File: config.mk
export PLATFORM = sky130hd
export DESIGN_NAME = gcd_host_word_packer
export DESIGN_NICKNAME = d
export VERILOG_FILES = /design/src/rtl/gcd_host_word_packer.sv
export SDC_FILE = /design/constraint.sdc
export NUM_CORES = 1
export LEC_CHECK = 0
export BUFFER_PORTS_ARGS = -buffer_cell sky130_fd_sc_hd__buf_2
export CAP_MARGIN = 10
export CORE_UTILIZATION = 60
export DETAILED_ROUTE_END_ITERATION = 6
export GPL_TIMING_DRIVEN = 0
export PLACE_DENSITY = 0.84
export SLEW_MARGIN = 5
export SYNTH_ARGS = -nofsm -noshare
export SYNTH_HDL_FRONTEND = slang
export SYNTH_SLANG_ARGS = --single-unit
File: constraint.sdc
create_clock -name clk -period 5.7 [get_ports clk]
set_clock_uncertainty 0.2 [all_clocks]
set_input_delay 1.14 -clock clk [delete_from_list [all_inputs] [get_ports clk]]
set_output_delay 1.14 -clock clk [all_outputs]
set_load 0.005 [all_outputs]
File: src/rtl/gcd_host_word_packer.sv
// gcd_host_word_packer
//   Takes a stream of 16-bit host words (operand A, then operand B) and packs
//   each pair into a 32-bit GCD request {A, B}. Requests wait in a small FIFO.
//   A credit counter limits how many requests may be issued to the GCD unit
//   before their responses have been handed back to the host. Responses pass
//   straight through to the host. The block also keeps request and response
//   counters and a sticky protocol-error flag.
//
// Parameters
//   p_depth            request FIFO entries (power of two, >= 2)
//   p_max_outstanding  max issued-but-undelivered requests (1..255)
//
// Ports
//   clk, reset                  clock, synchronous active-high reset
//   in_val/in_rdy/in_msg        host word stream (A first, then B)
//   req_val/req_rdy/req_msg     32-bit request to the GCD unit
//   gcd_resp_val/rdy/msg        16-bit result from the GCD unit
//   out_val/out_rdy/out_msg     16-bit result to the host
//   busy                        partial pair held, FIFO non-empty, or credits in use
//   err                         sticky: response delivered with nothing outstanding
//   req_count, resp_count       wrapping 16-bit fire counters
module gcd_host_word_packer #(
  parameter int p_depth           = 4,
  parameter int p_max_outstanding = 2
) (
  input  logic        clk,
  input  logic        reset,
  input  logic        in_val,
  output logic        in_rdy,
  input  logic [15:0] in_msg,
  output logic        req_val,
  input  logic        req_rdy,
  output logic [31:0] req_msg,
  input  logic        gcd_resp_val,
  output logic        gcd_resp_rdy,
  input  logic [15:0] gcd_resp_msg,
  output logic        out_val,
  input  logic        out_rdy,
  output logic [15:0] out_msg,
  output logic        busy,
  output logic        err,
  output logic [15:0] req_count,
  output logic [15:0] resp_count
);

  localparam int AW = $clog2(p_depth);
  localparam logic [AW:0] DEPTH_C = (AW + 1)'(p_depth);
  localparam logic [7:0]  MAX_C   = 8'(p_max_outstanding);

  typedef enum logic {
    S_A = 1'b0,
    S_B = 1'b1
  } state_e;

  state_e          state_q;
  logic [15:0]     a_q;
  logic [31:0]     mem_q [p_depth];
  logic [AW-1:0]   head_q;
  logic [AW-1:0]   tail_q;
  logic [AW:0]     count_q;
  logic [AW:0]     count_d;
  logic [7:0]      outst_q;
  logic [7:0]      outst_d;
  logic            err_q;
  logic            err_d;
  logic [15:0]     req_count_q;
  logic [15:0]     resp_count_q;

  logic            full;
  logic            empty;
  logic            in_fire;
  logic            push;
  logic            req_fire;
  logic            out_fire;

  assign full     = (count_q == DEPTH_C);
  assign empty    = (count_q == '0);

  // In S_A the word is only latched, so it never needs FIFO space.
  assign in_rdy   = (state_q == S_A) || !full;
  assign in_fire  = in_val && in_rdy;
  assign push     = in_fire && (state_q == S_B);

  // The FIFO is tiny, so the head is read asynchronously; that keeps the
  // request visible the cycle after B is accepted.
  assign req_val  = !empty && (outst_q < MAX_C);
  assign req_msg  = mem_q[head_q];
  assign req_fire = req_val && req_rdy;

  // Response path is a pure wire-through.
  assign out_val      = gcd_resp_val;
  assign gcd_resp_rdy = out_rdy;
  assign out_msg      = gcd_resp_msg;
  assign out_fire     = gcd_resp_val && out_rdy;

  assign busy       = (state_q == S_B) || !empty || (outst_q != '0);
  assign err        = err_q;
  assign req_count  = req_count_q;
  assign resp_count = resp_count_q;

  always_comb begin
    count_d = count_q;
    case ({push, req_fire})
      2'b10:   count_d = count_q + (AW + 1)'(1);
      2'b01:   count_d = count_q - (AW + 1)'(1);
      default: count_d = count_q;
    endcase
  end

  // Simultaneous issue and delivery cancel out. A delivery with no credit
  // in use is a protocol violation: flag it and keep the count pinned at 0.
  always_comb begin
    outst_d = outst_q;
    err_d   = err_q;
    if (req_fire && !out_fire) begin
      outst_d = outst_q + 8'd1;
    end else if (out_fire && !req_fire) begin
      if (outst_q == '0) begin
        err_d = 1'b1;
      end else begin
        outst_d = outst_q - 8'd1;
      end
    end
  end

  // Storage has no reset; stale entries are unreachable once pointers clear.
  always_ff @(posedge clk) begin
    if (push) begin
      mem_q[tail_q] <= {a_q, in_msg};
    end
  end

  always_ff @(posedge clk) begin
    if (reset) begin
      state_q      <= S_A;
      a_q          <= '0;
      head_q       <= '0;
      tail_q       <= '0;
      count_q      <= '0;
      outst_q      <= '0;
      err_q        <= 1'b0;
      req_count_q  <= '0;
      resp_count_q <= '0;
    end else begin
      case (state_q)
        S_A: begin
          if (in_fire) begin
            a_q     <= in_msg;
            state_q <= S_B;
          end
        end
        S_B: begin
          if (in_fire) begin
            state_q <= S_A;
          end
        end
        default: state_q <= S_A;
      endcase

      if (push) begin
        tail_q <= tail_q + AW'(1);
      end
      if (req_fire) begin
        head_q      <= head_q + AW'(1);
        req_count_q <= req_count_q + 16'd1;
      end
      if (out_fire) begin
        resp_count_q <= resp_count_q + 16'd1;
      end
      count_q <= count_d;
      outst_q <= outst_d;
      err_q   <= err_d;
    end
  end

endmodule

==> flow_metrics.tcl <==
set metrics [dict create \
    cap_violations 0 \
    critPathKind "in -> reg" \
    fp.dieH_um 117 \
    min_path_type "reg -> reg" \
    grtUsageTotal_pct 24.1 \
    hold_viol_final 0 \
    clk_latency_ns 0.43 \
    yosys.area_share.simple_pct 9.29 \
    netlist_area_sq_mm 0.00788 \
    place_area_sq_mm 0.00867 \
    layout_min_cycle_time_ns 3.99 \
    coreArea_sq_mm 0.0127 \
    ys_seq_area_share_pct 65.8 \
    p_leak_nw 3.35 \
    dieArea_sq_mm 0.0136 \
    die_w_um 117 \
    syn_nets 594 \
    fin_crit_sh_pct 69.9 \
    worst_path_most_repeated_cell "ha_1" \
    antenna_left 0 \
    grt_pass1_wl_mm 23.7 \
    synth_xor_area_share_pct 3.33 \
    final_common_cell "edfxtp_1" \
    clkSlewWorstSetupHoldPaths_ns 0.06 \
    cts_hold_buf 0 \
    synth_top_family_by_area "multiplexers" \
    synthAdderAreaFrac_pct 3.21 \
    crit_fanout 10 \
    cp-start-kind "primary input" \
    final_nets 721 \
    final_area_sq_mm 0.00921 \
    first_iter_violations 327 \
    totalWireLength_mm 15.5 \
    fmax_ghz 0.251 \
    cts.path.max_buffers 2 \
    place_inst 817 \
    viasPerCell 5.67 \
    dp_hpwl_mm 10.0 \
    cts_setup_buffers 0 \
    first_pass_iters 5 \
    place.gp.congestion 0.777 \
    layout_common_cells "128 x edfxtp_1, 110 x buf_2, 67 x dfxtp_1" \
    synthFlopType "edfxtp_1" \
    cts_resized 0 \
    fin_cells 850 \
    outcome "finished, final reports clean" \
    ys_types 43 \
    synth_cells 537 \
    numCtsBuffers 17 \
    drc 0 \
    drive_gt1_share_pct 29.7 \
    slowest_delay_ns 0.42 \
    p_per_area_mw_per_mm2 372 \
    synth-seq-cells 195 \
    synth_warnings 0 \
    cpMaxStageDelayCell "a211oi_1" \
    worst-path-buf-inv 3 \
    synth_compound_area_share_pct 3.13 \
    clock-root-buffer "clkbuf_16" \
    post_drt_wl_per_cell_um 18.3 \
    ctsHtreeMaxLevel 4 \
    numPortBuffers 106 \
    utilization_pct 72.4 \
    antenna_found_initial 1 \
    cts.sinks 195 \
    tightestPinTransition_ns 0.853 \
    ir_drop_mv 0.232 \
    crit_path_end_kind "flip-flop" \
    muxShareOfSynthArea_pct 11.8 \
    num_vias 4816 \
    async_flop_share_pct 0 \
    synth-edff-count 128 \
    area_growth_pct 16.9 \
    postSynthAreaPerCell_sq_um 14.7 \
    setup_viol_count_final 0 \
    cp.arrival_ns 4.10 \
    grt_start_max_net_pins 33 \
    grt_overflow 0 \
    drv_slew 0 \
    io_pins 124 \
    fin_tns_setup_ns 0 \
    start_util_pct 62.0 \
    fillerInstances 858 \
    cts_tree "done" \
    relSlewSlack_pct 43.2 \
    grt_pass1_vias 4656 \
    required_ns 5.81 \
    crit_chain "buf_2 > nand4_2 > clkinv_1 > ha_1 > inv_1 > ha_1 > a211oi_1 > o21ai_0 > a31oi_1 > mux2i_1 > mux2_2" \
    num_rows 41 \
    rsz0062_at_grt "false" \
    critical-path-top-delay-family "compound AO/OA/AOI/OAI gates" \
]
final timing paths:
| check | cells past startpoint | end | from | slack [ns] |
|---|---|---|---|---|
| worst max-delay path | 11 | outst_q[7] | req_rdy | 1.71 |
| worst min-delay path | 2 | outst_q[3] | outst_q[3] | 0.29 |
| worst max register to register | 11 | outst_q[7] | count_q[2] | 1.75 |
| worst min register to register | 2 | outst_q[3] | outst_q[3] | 0.29 |
worst min-delay path: cells and delay by family (launching register included):
family          cells  cell delay (ns)
simple gates        1             0.06
flops               1             0.33
compound gates      1             0.05
cell usage after synthesis (2+ instances only):
master / n / share of area [%]
inv_1: 13 / 0.62
ha_1: 17 / 2.7
clkbuf_1: 10 / 0.48
nor4_1: 6 / 0.48
dfxtp_1: 67 / 17
mux2i_1: 20 / 2.5
o21bai_1: 2 / 0.19
nand2b_1: 2 / 0.16
or3_1: 9 / 0.71
nand3_1: 12 / 0.76
xor2_1: 11 / 1.2
and2_1: 6 / 0.48
xnor2_1: 19 / 2.1
nand4_1: 9 / 0.71
edfxtp_1: 128 / 49
nor3_1: 12 / 0.76
o221ai_1: 2 / 0.22
buf_4: 18 / 1.7
o21ai_0: 11 / 0.70
nor2_1: 57 / 2.7
buf_2: 4 / 0.25
a21oi_1: 18 / 1.1
a211oi_1: 3 / 0.29
nor3b_1: 2 / 0.19
and4_1: 4 / 0.44
a21o_1: 2 / 0.19
buf_1: 4 / 0.19
fa_1: 2 / 0.51
mux4_2: 32 / 9.1
nand2_1: 22 / 1.0
power breakdown:
| part | internal [mW] | switching, mW | leakage, nW |
|---|---|---|---|
| clock network | 0.603 | 0.477 | 0.265 |
| logic | 0.339 | 0.382 | 1.38 |
| registers | 1.57 | 0.0572 | 1.71 |
area by class of cell:
cell class              instances  area [sq um]  area share, %
repair buffers                108           571           6.19
diodes                          1          2.50         0.0272
well taps                     172           215           2.34
plain buffers                  37           219           2.38
clock inverters                13          92.6           1.01
clock buffers                  19           443           4.81
flip-flops and latches        195          5180           56.3
inverters                      14          52.6          0.570
multi-input cells             291          2430           26.4
metrics by stage:
step                setup slack, ns  total power, mW  hold slack [ns]
finish                         1.71             3.43            0.289
global route                   1.58             3.58            0.317
CTS                            1.75             3.44            0.292
detailed placement             1.34             2.37            0.283
global placement               1.47             2.33            0.268
floorplan                      1.99             2.17            0.257
sequential cells by signal, summed over array words and instances (netlist names), named ones only:
name,flops
a_q,16
count_q,3
err,1
head_q,2
mem_q,128
outst_q,8
req_count,16
resp_count,16
state_q,1
tail_q,2
kinds of logic after synthesis:
family / after synthesis
simple gates: 147
flops: 195
xor+xnor: 30
compound gates: 42
fa+ha+maj: 19
buf+inv: 51
mux: 53
per-layer routing:
| metal | part of all wire [%] | track usage [%] | vias up | routed length (um) |
|---|---|---|---|---|
| met5 | 0 | 0 | - | 0 |
| met4 | 1.4 | 7.68 | 0 | 210 |
| met3 | 6.3 | 5.60 | 19 | 975 |
| met2 | 52 | 42.4 | 209 | 8010 |
| met1 | 41 | 29.5 | 2338 | 6330 |
| li1 | - | - | 2250 | - |
No activity file was read; power rests on OpenSTA's default activity.
